### src/rtl/int_sequencer_pkg.sv
// Shared definitions for the interrupt sequencer: FSM encodings and default vector/nesting settings.
package int_sequencer_pkg;

   typedef logic [2:0] state_t;

   localparam state_t ST_IDLE    = 3'd0;
   localparam state_t ST_SAVE    = 3'd1;
   localparam state_t ST_VECTOR  = 3'd2;
   localparam state_t ST_RUN     = 3'd3;
   localparam state_t ST_RESTORE = 3'd4;

   localparam logic [31:0] DEF_VEC_BASE   = 32'h100;
   localparam int unsigned DEF_VEC_STRIDE = 4;
   localparam int unsigned DEF_NEST_MAX   = 2;

endpackage

### src/rtl/int_sequencer_irq_prio_enc.sv
// Combinational priority encoder: lowest set request index wins, with a valid flag.
module irq_prio_enc #(
   parameter int unsigned N_IRQ = 4,
   parameter int unsigned IDX_W = 2
) (
   input  logic [N_IRQ-1:0] req,
   output logic [IDX_W-1:0] idx,
   output logic             vld
);

   always_comb begin
      idx = '0;
      vld = 1'b0;
      for (int unsigned i = 0; i < N_IRQ; i++) begin
         if (req[i] && !vld) begin
            idx = IDX_W'(i);
            vld = 1'b1;
         end
      end
   end

endmodule

### src/rtl/int_sequencer.sv
// Interrupt sequencer: latches requests, drives the array save/restore strobes and redirects fetch
// to the handler vector or the saved return PC, with a small nesting stack.
module int_sequencer
   import int_sequencer_pkg::*;
#(
   parameter int unsigned          N_IRQ      = 4,
   parameter int unsigned          ADDR_W     = 32,
   parameter int unsigned          NEST_MAX   = DEF_NEST_MAX,
   parameter logic [ADDR_W-1:0]    VEC_BASE   = ADDR_W'(DEF_VEC_BASE),
   parameter int unsigned          VEC_STRIDE = DEF_VEC_STRIDE
) (
   input  logic                            clk,
   input  logic                            rst_n,
   input  logic [N_IRQ-1:0]                irq,
   input  logic [N_IRQ-1:0]                irq_mask,
   input  logic [ADDR_W-1:0]               pc_cur,
   input  logic                            eret,
   input  logic                            stall,
   input  logic                            pipe_we_in,
   output logic                            pipe_we,
   output logic                            save_out,
   output logic                            upper_int,
   output logic                            flush,
   output logic                            load_out,
   output logic                            redirect_vld,
   output logic [ADDR_W-1:0]               redirect_pc,
   output logic                            int_active,
   output logic [$clog2(NEST_MAX+1)-1:0]   depth
);

   localparam int unsigned IDX_W   = (N_IRQ > 1) ? $clog2(N_IRQ) : 1;
   localparam int unsigned DEPTH_W = $clog2(NEST_MAX + 1);

   state_t             state;
   logic [N_IRQ-1:0]   irq_q;
   logic [N_IRQ-1:0]   pend;
   logic [N_IRQ-1:0]   edges;
   logic [N_IRQ-1:0]   eligible;
   logic               armed;
   logic               eret_held;
   logic               we_pulse;
   logic [IDX_W-1:0]   sel;
   logic               sel_vld;
   logic [IDX_W-1:0]   vec_sel;
   logic [ADDR_W-1:0]  epc [NEST_MAX];
   logic [IDX_W-1:0]   lvl [NEST_MAX];
   logic [ADDR_W-1:0]  epc_top;
   logic [IDX_W-1:0]   lvl_top;
   logic               ret_req;
   logic               take_entry;
   logic               take_ret;

   // armed suppresses the false edge a line held high through reset would otherwise produce
   assign edges    = irq & ~irq_q & {N_IRQ{armed}};
   assign eligible = pend & irq_mask;

   irq_prio_enc #(
      .N_IRQ (N_IRQ),
      .IDX_W (IDX_W)
   ) u_prio (
      .req (eligible),
      .idx (sel),
      .vld (sel_vld)
   );

   always_comb begin
      epc_top = '0;
      lvl_top = '0;
      for (int unsigned i = 0; i < NEST_MAX; i++) begin
         if (depth == DEPTH_W'(i + 1)) begin
            epc_top = epc[i];
            lvl_top = lvl[i];
         end
      end
   end

   assign ret_req    = (state == ST_RUN) && (eret || eret_held);
   assign take_ret   = ret_req && !stall;
   // a pending return blocks nesting so eret always wins over a same-cycle request
   assign take_entry = sel_vld && !stall &&
                       ((state == ST_IDLE) ||
                        ((state == ST_RUN) && !ret_req &&
                         (depth < DEPTH_W'(NEST_MAX)) && (sel < lvl_top)));

   assign pipe_we    = pipe_we_in | we_pulse;
   assign int_active = (depth != '0);

   always_ff @(posedge clk or negedge rst_n) begin
      if (!rst_n) begin
         state        <= ST_IDLE;
         irq_q        <= '0;
         pend         <= '0;
         armed        <= 1'b0;
         eret_held    <= 1'b0;
         we_pulse     <= 1'b0;
         save_out     <= 1'b0;
         upper_int    <= 1'b0;
         flush        <= 1'b0;
         load_out     <= 1'b0;
         redirect_vld <= 1'b0;
         redirect_pc  <= '0;
         depth        <= '0;
         vec_sel      <= '0;
         for (int unsigned i = 0; i < NEST_MAX; i++) begin
            epc[i] <= '0;
            lvl[i] <= '0;
         end
      end else begin
         irq_q        <= irq;
         armed        <= 1'b1;
         we_pulse     <= 1'b0;
         save_out     <= 1'b0;
         upper_int    <= 1'b0;
         flush        <= 1'b0;
         load_out     <= 1'b0;
         redirect_vld <= 1'b0;
         redirect_pc  <= '0;

         if (take_entry) begin
            pend <= (pend | edges) & ~(N_IRQ'(1) << sel);
         end else begin
            pend <= pend | edges;
         end

         if ((state == ST_RUN) && eret && stall) begin
            eret_held <= 1'b1;
         end

         if (take_entry) begin
            save_out  <= 1'b1;
            we_pulse  <= 1'b1;
            upper_int <= (depth != '0);
            vec_sel   <= sel;
            depth     <= depth + DEPTH_W'(1);
            for (int unsigned i = 0; i < NEST_MAX; i++) begin
               if (depth == DEPTH_W'(i)) begin
                  epc[i] <= pc_cur;
                  lvl[i] <= sel;
               end
            end
         end

         if (take_ret) begin
            eret_held    <= 1'b0;
            redirect_vld <= 1'b1;
            redirect_pc  <= epc_top;
            we_pulse     <= 1'b1;
            depth        <= depth - DEPTH_W'(1);
            if (depth == DEPTH_W'(1)) begin
               load_out <= 1'b1;
            end else begin
               flush <= 1'b1;
            end
         end

         case (state)
            ST_IDLE: begin
               if (take_entry) state <= ST_SAVE;
            end
            ST_SAVE: begin
               state        <= ST_VECTOR;
               redirect_vld <= 1'b1;
               redirect_pc  <= VEC_BASE + ADDR_W'(vec_sel) * ADDR_W'(VEC_STRIDE);
            end
            ST_VECTOR: begin
               state <= ST_RUN;
            end
            ST_RUN: begin
               if (take_ret) begin
                  state <= ST_RESTORE;
               end else if (take_entry) begin
                  state <= ST_SAVE;
               end
            end
            ST_RESTORE: begin
               state <= (depth == '0) ? ST_IDLE : ST_RUN;
            end
            default: begin
               state <= ST_IDLE;
            end
         endcase
      end
   end

endmodule

### config.mk
export PLATFORM = sky130hd
export DESIGN_NAME = int_sequencer
export DESIGN_NICKNAME = d
export VERILOG_FILES = /design/src/rtl/int_sequencer_pkg.sv /design/src/rtl/int_sequencer_irq_prio_enc.sv /design/src/rtl/int_sequencer.sv
export SDC_FILE = /design/constraint.sdc
export NUM_CORES = 1
export LEC_CHECK = 0
export ABC_AREA = 1
export BUFFER_PORTS_ARGS = -buffer_cell sky130_fd_sc_hd__buf_2
export CORE_MARGIN = 2
export CORE_UTILIZATION = 40
export DETAILED_ROUTE_END_ITERATION = 7
export PLACE_DENSITY = 0.6
export SLEW_MARGIN = 20
export SYNTH_ARGS = -nofsm -noshare
export SYNTH_HDL_FRONTEND = slang
export SYNTH_SLANG_ARGS = --single-unit
### constraint.sdc
create_clock -name clk -period 7.85 [get_ports clk]
set_clock_uncertainty 0.05 [all_clocks]
set_input_delay 0 -clock clk [delete_from_list [all_inputs] [get_ports clk]]
set_output_delay 0 -clock clk [all_outputs]
set_load 0.05 [all_outputs]
# == Yosys cells after proc, flatten, opt, wreduce, memory -nomap -nowiden ==
# Index checks and enable logic that the tools add are counted.
# totals
wordCells,95
regBits,123
in_bits,45
# op_classes
order_cmp,2
n_mux,31
shifts,1
n_bitwise,8
reduce_logical,26
n_addsub,3
eq_ne,6
# ops
operator,n
32-bit 2-to-1 mux,4
4-bit bitwise AND,4
1-bit 2-to-1 mux,16
3-bit case mux with 5 select lines,1
2-bit 2-to-1 mux,7
1-bit logical AND,12
"9-bit by 4-bit adder with 10-bit output, first input constant",1
4-bit inverter,2
"3-bit by 2-bit == test with 1-bit output, second input constant",2
3-bit 2-to-1 mux,2
2-bit nonzero test,3
1-bit logical NOT,5
4-bit 2-to-1 mux,1
4-bit OR,1
2-bit AND reduction,2
"1-bit by 2-bit << shifter with 4-bit output, first input constant",1
"3-bit by 1-bit == test with 1-bit output, second input constant",1
"3-bit == test, second input constant",1
3-bit logical NOT,1
"2-bit by 1-bit adder with 2-bit output, second input constant",1
"2-bit by 1-bit == test with 1-bit output, second input constant",1
"2-bit == test, second input constant",1
2-bit logical NOT,1
1-bit logical OR,2
other kinds (4),4

# == Logic depth before layout (Yosys ltp) ==
# Gate-level depths: netlist (run 1).
# depth
depth_word,18
mapped_depth,15
mapped_depth_nobuf,14

# == By module ==
# A second synthesis (run 1) with hierarchy kept.
# unflattened
hier_cells,540
area_unflattened_um2,5170.0
# modules_own_cells
module,area_each_um2,cells_per_inst,seq_area_each_um2,n_inst
int_sequencer,5121.2,531,3078.0,1
irq_prio_enc,48.8,9,0.0,1

# == Worst setup path after synthesis (run 1) ==
# OpenSTA, ideal clock, no wires.
# synth_timing
kind,register -> register
start,reg depth[0]
end,reg pend[2]
n_path_buf,3
stages_incl_launch_ff,14
period_less_slack_ps,2952
arrival_time_ps,2784
slack_ps,4898
path_cell_list,dfrtp_1 inv_1 ha_1 buf_2 nor2_8 clkbuf_1 a22oi_1 ha_1 nor4_1 nand2_2 nand2_4 nand2_4 buf_6 o21a_1
# synth_between
elab_chain_len,8
# synth_lines
element,line,source
start: declaration,int_sequencer.sv:28,output logic [$clog2(NEST_MAX+1)-1:0] depth
start signal: assignment,int_sequencer.sv:134,depth <= depth + DEPTH_W'(1);
start signal: assignment,int_sequencer.sv:148,depth <= depth - DEPTH_W'(1);
2-bit by 1-bit == test with 1-bit output,int_sequencer.sv:70,if (depth == DEPTH_W'(i + 1)) begin
2-bit 2-to-1 mux (2 in a row),int_sequencer.sv:70,
2-bit < comparator,int_sequencer.sv:83,(depth < DEPTH_W'(NEST_MAX)) && (sel < lvl_top)));
1-bit logical AND *,int_sequencer.sv:83,
1-bit logical OR *,int_sequencer.sv:81,((state == ST_IDLE) ||
1-bit logical AND *,int_sequencer.sv:80,assign take_entry = sel_vld && !stall &&
4-bit 2-to-1 mux *,int_sequencer.sv:119,if (take_entry) begin
end signal: assignment,int_sequencer.sv:120,pend <= (pend | edges) & ~(N_IRQ'(1) << sel);
end signal: assignment,int_sequencer.sv:122,pend <= pend | edges;
end: declaration,int_sequencer.sv:36,logic [N_IRQ-1:0] pend;
# Every way passes the cells marked *; elsewhere a longest branch is shown, timed or not.
# A chain may end at the register's enable or synchronous reset.

# == Worst setup path after layout (run 1) ==
# layout_timing
start,reg depth[1]
end,reg epc[42] (netlist bit)
# layout_between
elab_chain_len,8
# layout_lines
element,line,source
2-bit by 1-bit == test with 1-bit output,int_sequencer.sv:70,
2-bit 2-to-1 mux (2 in a row),int_sequencer.sv:70,
2-bit < comparator,int_sequencer.sv:83,
1-bit logical AND,int_sequencer.sv:83,
1-bit logical OR,int_sequencer.sv:81,
1-bit logical AND,int_sequencer.sv:80,
2-bit AND reduction (no line) *,--,
end signal: indexed assignment,int_sequencer.sv:137,epc[i] <= pc_cur;
end: declaration,int_sequencer.sv:45,logic [ADDR_W-1:0] epc [NEST_MAX];
# Marks and branches as above.

==> impl_metrics.env, run 1 <==
export IMPL_slew_headroom_pct=41.6
export IMPL_cts_buffers=17
export IMPL_cap_violations=0
export IMPL_instances_no_fill=817
export IMPL_place_congestion=0.748
export IMPL_p_leak_nw=3.38
export IMPL_vias=4174
export IMPL_die_x_um=118
export IMPL_crit_type="reg2reg"
export IMPL_ys_warn_count=0
export IMPL_p_sw_uw=971
export IMPL_synth_seq_cells=123
export IMPL_syn_area_um2=5180
export IMPL_power_frac_comb_pct=32.3
export IMPL_die_area_um2=13900
export IMPL_drcViolationCount=0
export IMPL_antenna_cells=0
export IMPL_core_area_um2=12600
export IMPL_first_pass_iters=5
export IMPL_holdWs_ns=0.0637
export IMPL_syn_num_nets=577
export IMPL_area_growth_pct=26.9
export IMPL_end_kind="register"
export IMPL_power_density_nw_per_um2=388
export IMPL_die_y_um=118
export IMPL_max_freq_mhz=231
export IMPL_drt_wl_total_mm=12.4
export IMPL_num_rows=41
export IMPL_clk_pin_slew_ns=0.05
export IMPL_io_buffers=85
export IMPL_cts_tree="done"
export IMPL_mostFrequentLayoutCells="nand2_1 (163), dfrtp_1 (123), buf_2 (84)"
export IMPL_start_kind="register"
export IMPL_tns_ns=0
export IMPL_antenna_found_initial=0
export IMPL_ant_nets=0
export IMPL_io_pins=86
export IMPL_clk_latency_ns=0.42
export IMPL_ys_seq_area_share_pct=59.4
export IMPL_finalNetCount=683
export IMPL_finalSetupViolCount=0
export IMPL_wire_per_inst_um=15.2
export IMPL_seqPwrFrac_pct=37.5
export IMPL_start_util_pct=41.0
export IMPL_hold_violations=0
export IMPL_ff2ff_setup_slack_ns=3.51
export IMPL_ys_types=29
export IMPL_syn_area_per_cell_um2=9.81
export IMPL_finalCriticalPeriod_ns=4.34
export IMPL_grt_pass1_wl_mm=21.2
export IMPL_gr_total_overflow=0
export IMPL_p_int_mw=1.58
export IMPL_synthCells=528
export IMPL_status="completed"
export IMPL_fill_cells=1184
export IMPL_clock_power_share_pct=30.2
export IMPL_drtIter0Drc=327
export IMPL_grt_max_degree=72
export IMPL_cts_buffer_depth=2
export IMPL_rsz0062_at_grt="no"
export IMPL_drive_gt1_share_pct=20.5
export IMPL_worst_ep_required_time_ns=8.10
export IMPL_viasPerCell=5.11
export IMPL_dp_hpwl_mm=7.05
export IMPL_multi_input_area_um2=1790
export IMPL_clock_sinks=123
export IMPL_grt_pass1_vias=4205
export IMPL_post_cts_resized=0
export IMPL_hp_class="in2reg"
export IMPL_cts_root_buf="clkbuf_16"
export IMPL_switching_share_pct=38.1
export IMPL_ir_drop_uv=260
export IMPL_drv_slew=0
export IMPL_grt_usage_pct=19.2
export IMPL_path_max_fanout=71
export IMPL_critPathArrivalTime_ns=4.59
export IMPL_dpl_cell_count=747
export IMPL_worst_pin_slew_ns=0.876
export IMPL_period_share_pct=55.3
export IMPL_htreeDepth=4
export IMPL_area_sequential_um2=3080
export IMPL_final_common_cell="nand2_1"
[area by class of cell]
cell class	instances	share of cell area (%)
clock buffers	21	6.85
well taps	172	3.27
clock inverters	9	1.87
inverters	20	1.14
flip-flops and latches	123	46.8
multi-input cells	345	27.2
repair buffers	127	12.8
[timing repair]
item	in CTS	in global routing
hold endpoints to repair	137	0
buffers inserted	0	0
hold buffers	40	0
[per-layer routing]
metal | track usage [%] | wire length, um | vias up
li1 | - | - | 2003
met1 | 26.2 | 5730 | 2037
met2 | 29.1 | 5900 | 117
met3 | 4.84 | 565 | 17
met4 | 8.66 | 222 | 0
met5 | 0 | 0 | -
[registers in the layout, summed over array words and instances (netlist names)]
name          flops
epc              64
redirect_pc      32
irq_q             4
lvl               4
pend              4
state             3
depth             2
vec_sel           2
armed             1
eret_held         1
flush             1
load_out          1
redirect_vld      1
save_out          1
upper_int         1
we_pulse          1
[Yosys cell counts]
library cell,count,share of area (%)
or2_2,1,0.12
buf_6,9,2.0
a41oi_4,1,0.53
inv_1,18,1.3
nand2_4,2,0.43
buf_2,12,1.2
nand3_4,2,0.68
a21oi_1,1,0.097
a31o_2,4,0.68
o21a_1,4,0.58
ha_1,4,0.97
nand4_1,69,8.3
nand2_1,164,12
clkbuf_1,15,1.1
nand3_1,10,0.97
a22oi_1,33,4.8
dfrtp_1,123,59
buf_1,2,0.14
buf_4,1,0.14
o21ai_1,2,0.19
o21ai_0,5,0.48
nor4_1,1,0.12
buf_8,1,0.29
inv_2,2,0.14
xnor2_1,1,0.17
nand2_2,1,0.12
conb_1,1,0.072
nor2_1,38,2.8
nor2_8,1,0.39
[cell families (layout without fill, tap and decap cells)]
group           after synthesis  in the layout  synth area share (%)
buf+inv                      60            177                  6.23
other cells                   1              1                0.0724
flops                       123            123                  59.4
xor+xnor                      1              1                 0.169
compound gates               50             50                  7.34
fa+ha+maj                     4              4                 0.966
simple gates                289            289                  25.8
[power groups by stage]
| stage | Combinational [mW] | Clock, mW | Sequential [mW] |
|---|---|---|---|
| after global placement | 0.792 | 0 | 0.954 |
| final | 0.822 | 0.770 | 0.955 |
| after CTS | 0.825 | 0.782 | 0.953 |
| after global routing | 0.922 | 0.813 | 0.980 |
| after detailed placement | 0.809 | 0 | 0.961 |
| after floorplan | 0.577 | 0 | 1.02 |
[path summary, 6_finish.rpt]
kind                        startpoint              end  cells after the start
hold / removal             irq_mask[0]          pend[1]                      4
max in group asynchronous        rst_n          epc[12]                      3
setup / recovery              depth[1]          epc[42]                     12
setup reg to reg              depth[1]          epc[42]                     12
min in group asynchronous        rst_n  redirect_pc[25]                      2
hold reg to reg                epc[33]          epc[33]                      2
[per-stage QoR]
stage / instance area, um^2 / power (mW) / utilization [%] / setup WS (ns)
CTS: 6570 / 2.56 / 52.1 / 3.52
floorplan: 5180 / 1.59 / - / 4.90
detailed placement: 5600 / 1.77 / 44.4 / 3.52
finish: 6570 / 2.55 / 52.1 / 3.51
global route: 6570 / 2.71 / 52.1 / 3.21
global placement: 5600 / 1.75 / 44.4 / 3.66
[worst max-delay path: stages (launching register included)]
cell and delay, ns:
dfrtp_1 0.42, inv_1 0.11, ha_2 0.75, inv_2 0.16, nor2_8 0.48, a22oi_1 0.16
ha_1 0.23, nor4_1 0.33, nand2_2 0.11, nand2_4 0.56, nand3_4 0.57, nand2_1 0.21
nand2_1 0.06
Power figures use the tool's default switching activity.
==> inputs of run 2 (changes only) <==
ABC_AREA = 0   (was 1)
PLACE_DENSITY = 0.63   (was 0.6)
clock period = 3.65 ns   (was 7.85 ns; I/O delays follow)
==> run 2 against run 1 <==
Against the previous run: cell count shrank 16%; non-clock buffer count rose by 10; critical path depth decreased by 2; critical path type unchanged; highest routed layer unchanged.
==> impl_metrics.env, run 2 <==
export IMPL_crit_type="reg2reg"
export IMPL_yosys_top_cells_area="dfrtp_1 (62%), mux2_2 (14%), a22oi_1 (5.5%), nor2_1 (2.9%), buf_6 (1.4%)"
export IMPL_final_common_cell="dfrtp_1"
export IMPL_end_kind="register"
export IMPL_dp_hpwl_mm=6.55
export IMPL_ir_drop_uv=371
export IMPL_start_kind="register"
export IMPL_holdWs_ns=0.195
export IMPL_mostFrequentLayoutCells="dfrtp_1 (122), buf_2 (84), mux2_2 (63)"
export IMPL_top_register="epc"
export IMPL_finalNetCount=554
export IMPL_synth_enable_flop_cells=0
export IMPL_grt_pass1_vias=3486
export IMPL_p_leak_nw=3.14
export IMPL_period_share_pct=92.7
export IMPL_die_x_um=115
export IMPL_tns_ns=0
export IMPL_fill_cells=1035
export IMPL_vias=3411
export IMPL_synth_top_area_share_pct=62.2
export IMPL_status="completed"
export IMPL_drt_wl_total_mm=10.7
export IMPL_area_growth_pct=32.2
export IMPL_ys_seq_area_share_pct=62.2
export IMPL_cp_startpoint="depth[0]"
export IMPL_ys_types=42
export IMPL_critPathBufInv=2
export IMPL_cp_slowest_stage_delay_ns=0.45
export IMPL_io_buffers=85
export IMPL_syn_num_nets=418
export IMPL_worst_ep_required_time_ns=3.89
export IMPL_clk_latency_ns=0.41
export IMPL_yosys_top_cells_count="dfrtp_1 (123), mux2_2 (63), nor2_1 (38), a22oi_1 (36), nand2_1 (14)"
export IMPL_ant_nets=0
export IMPL_htreeDepth=4
export IMPL_io_pins=86
export IMPL_wire_per_inst_um=15.6
export IMPL_finalSetupViolCount=0
export IMPL_clock_sinks=123
export IMPL_drv_slew=0
export IMPL_place_congestion=0.838
export IMPL_largestRegisters="epc x64, redirect_pc x32"
export IMPL_syn_area_per_cell_um2=13.4
export IMPL_critPathArrivalTime_ns=3.63
export IMPL_cts_setup_buffers=0
export IMPL_viasPerCell=4.97
export IMPL_dpl_cell_count=609
export IMPL_ys_flop_type="dfrtp_1"
export IMPL_rsz0062_at_grt="no"
export IMPL_crit_family="compound AO/OA/AOI/OAI gates"
export IMPL_cap_violations=0
export IMPL_finalCriticalPeriod_ns=3.38
export IMPL_cts_buffer_depth=2
export IMPL_synth_most_common_cell="dfrtp_1"
export IMPL_synth_seq_cells=123
export IMPL_r2r_start="depth[0]"
export IMPL_path_max_fanout=28
export IMPL_first_pass_iters=4
export IMPL_ys_warn_count=0
export IMPL_crit_chain="inv_1, ha_2, a21oi_1, ha_1, or4_4, a211oi_1, o21a_1, o211ai_4, buf_4, mux2_2"
export IMPL_cts_root_buf="clkbuf_16"
export IMPL_core_area_um2=12100
export IMPL_antenna_cells=0
export IMPL_drtIter0Drc=152
export IMPL_max_freq_mhz=296
export IMPL_crit_slowest_cell="or4_4"
export IMPL_hp_class="in2reg"
export IMPL_grt_max_degree=74
export IMPL_syn_area_um2=4940
export IMPL_slew_headroom_pct=39.8
export IMPL_die_area_um2=13300
export IMPL_grt_usage_pct=17.2
export IMPL_num_rows=40
export IMPL_cts_tree="done"
export IMPL_synthCells=369
export IMPL_drcViolationCount=0
export IMPL_largest_reg_flops=64
export IMPL_clk_pin_slew_ns=0.06
export IMPL_hold_violations=0
export IMPL_grt_pass1_wl_mm=17.4
export IMPL_die_y_um=115
export IMPL_cts_buffers=17
export IMPL_synth_top_area_cell="dfrtp_1"
export IMPL_async_reset_ff_share_pct=100
export IMPL_gr_total_overflow=0
export IMPL_hp_start="irq[0]"
export IMPL_drive_gt1_share_pct=38.4
export IMPL_start_util_pct=41.0
export IMPL_power_density_nw_per_um2=816
export IMPL_instances_no_fill=686
export IMPL_antenna_found_initial=0
export IMPL_fin_util_pct=54.2
export IMPL_worst_pin_slew_ns=0.903
-- run 2: per-stage QoR --
stage                     cell area [um^2]  total power, mW  setup slack (ns)
after detailed placement              5540             3.77             0.355
after global routing                  6540             5.64            0.0401
after CTS                             6540             5.38             0.292
after floorplan                       4950             3.34            0.0251
after global placement                5540             3.70             0.391
final                                 6540             5.34             0.266
-- run 2: cell families (layout without fill, tap and decap cells) --
| group | count (synthesis) | count (layout) | synth area share (%) |
|---|---|---|---|
| compound gates | 74 | 74 | 11.7 |
| other cells | 1 | 1 | 0.0758 |
| fa+ha+maj | 4 | 4 | 1.01 |
| simple gates | 71 | 71 | 6.58 |
| mux | 66 | 66 | 15.2 |
| flops | 123 | 123 | 62.2 |
| buf+inv | 30 | 179 | 3.19 |
-- run 2: worst paths after layout --
| check | cells after the start | endpoint | slack [ns] |
|---|---|---|---|
| min in group asynchronous | 2 | epc[7] | 0.22 |
| hold reg to reg | 2 | redirect_pc[3] | 0.44 |
| setup reg to reg | 10 | epc[56] | 0.27 |
| setup / recovery | 10 | epc[56] | 0.27 |
| hold / removal | 2 | irq_q[0] | 0.19 |
| max in group asynchronous | 3 | pend[3] | 2.43 |
-- run 2: where the power goes --
| group | leakage (nW) | switching, mW | internal, mW |
|---|---|---|---|
| clock network | 0.259 | 0.597 | 0.948 |
| registers | 1.57 | 0.266 | 1.85 |
| logic | 1.31 | 0.944 | 0.730 |
| total | 3.14 | 1.81 | 3.53 |
-- run 2: per-layer routing --
layer,up-vias,global-route usage (%),routed length [um]
met5,-,0,0
met4,0,6.59,178
met3,15,5.27,436
met2,88,26.9,5180
met1,1719,22.5,4920
li1,1589,-,-
-- run 2: layout make-up --
type | count | area [um^2] | area share [%]
sequential | 123 | 3080 | 47.1
multi-input combinational | 216 | 1720 | 26.3
timing repair buffer | 137 | 943 | 14.4
clock buffer | 21 | 450 | 6.89
tap | 168 | 210 | 3.21
clock inverter | 11 | 97.6 | 1.49
inverter | 10 | 37.5 | 0.574
-- run 2: what timing repair did --
action	4_1_cts	5_1_grt
gates resized for setup	0	0
hold endpoints to repair	147	0
hold buffers	45	0
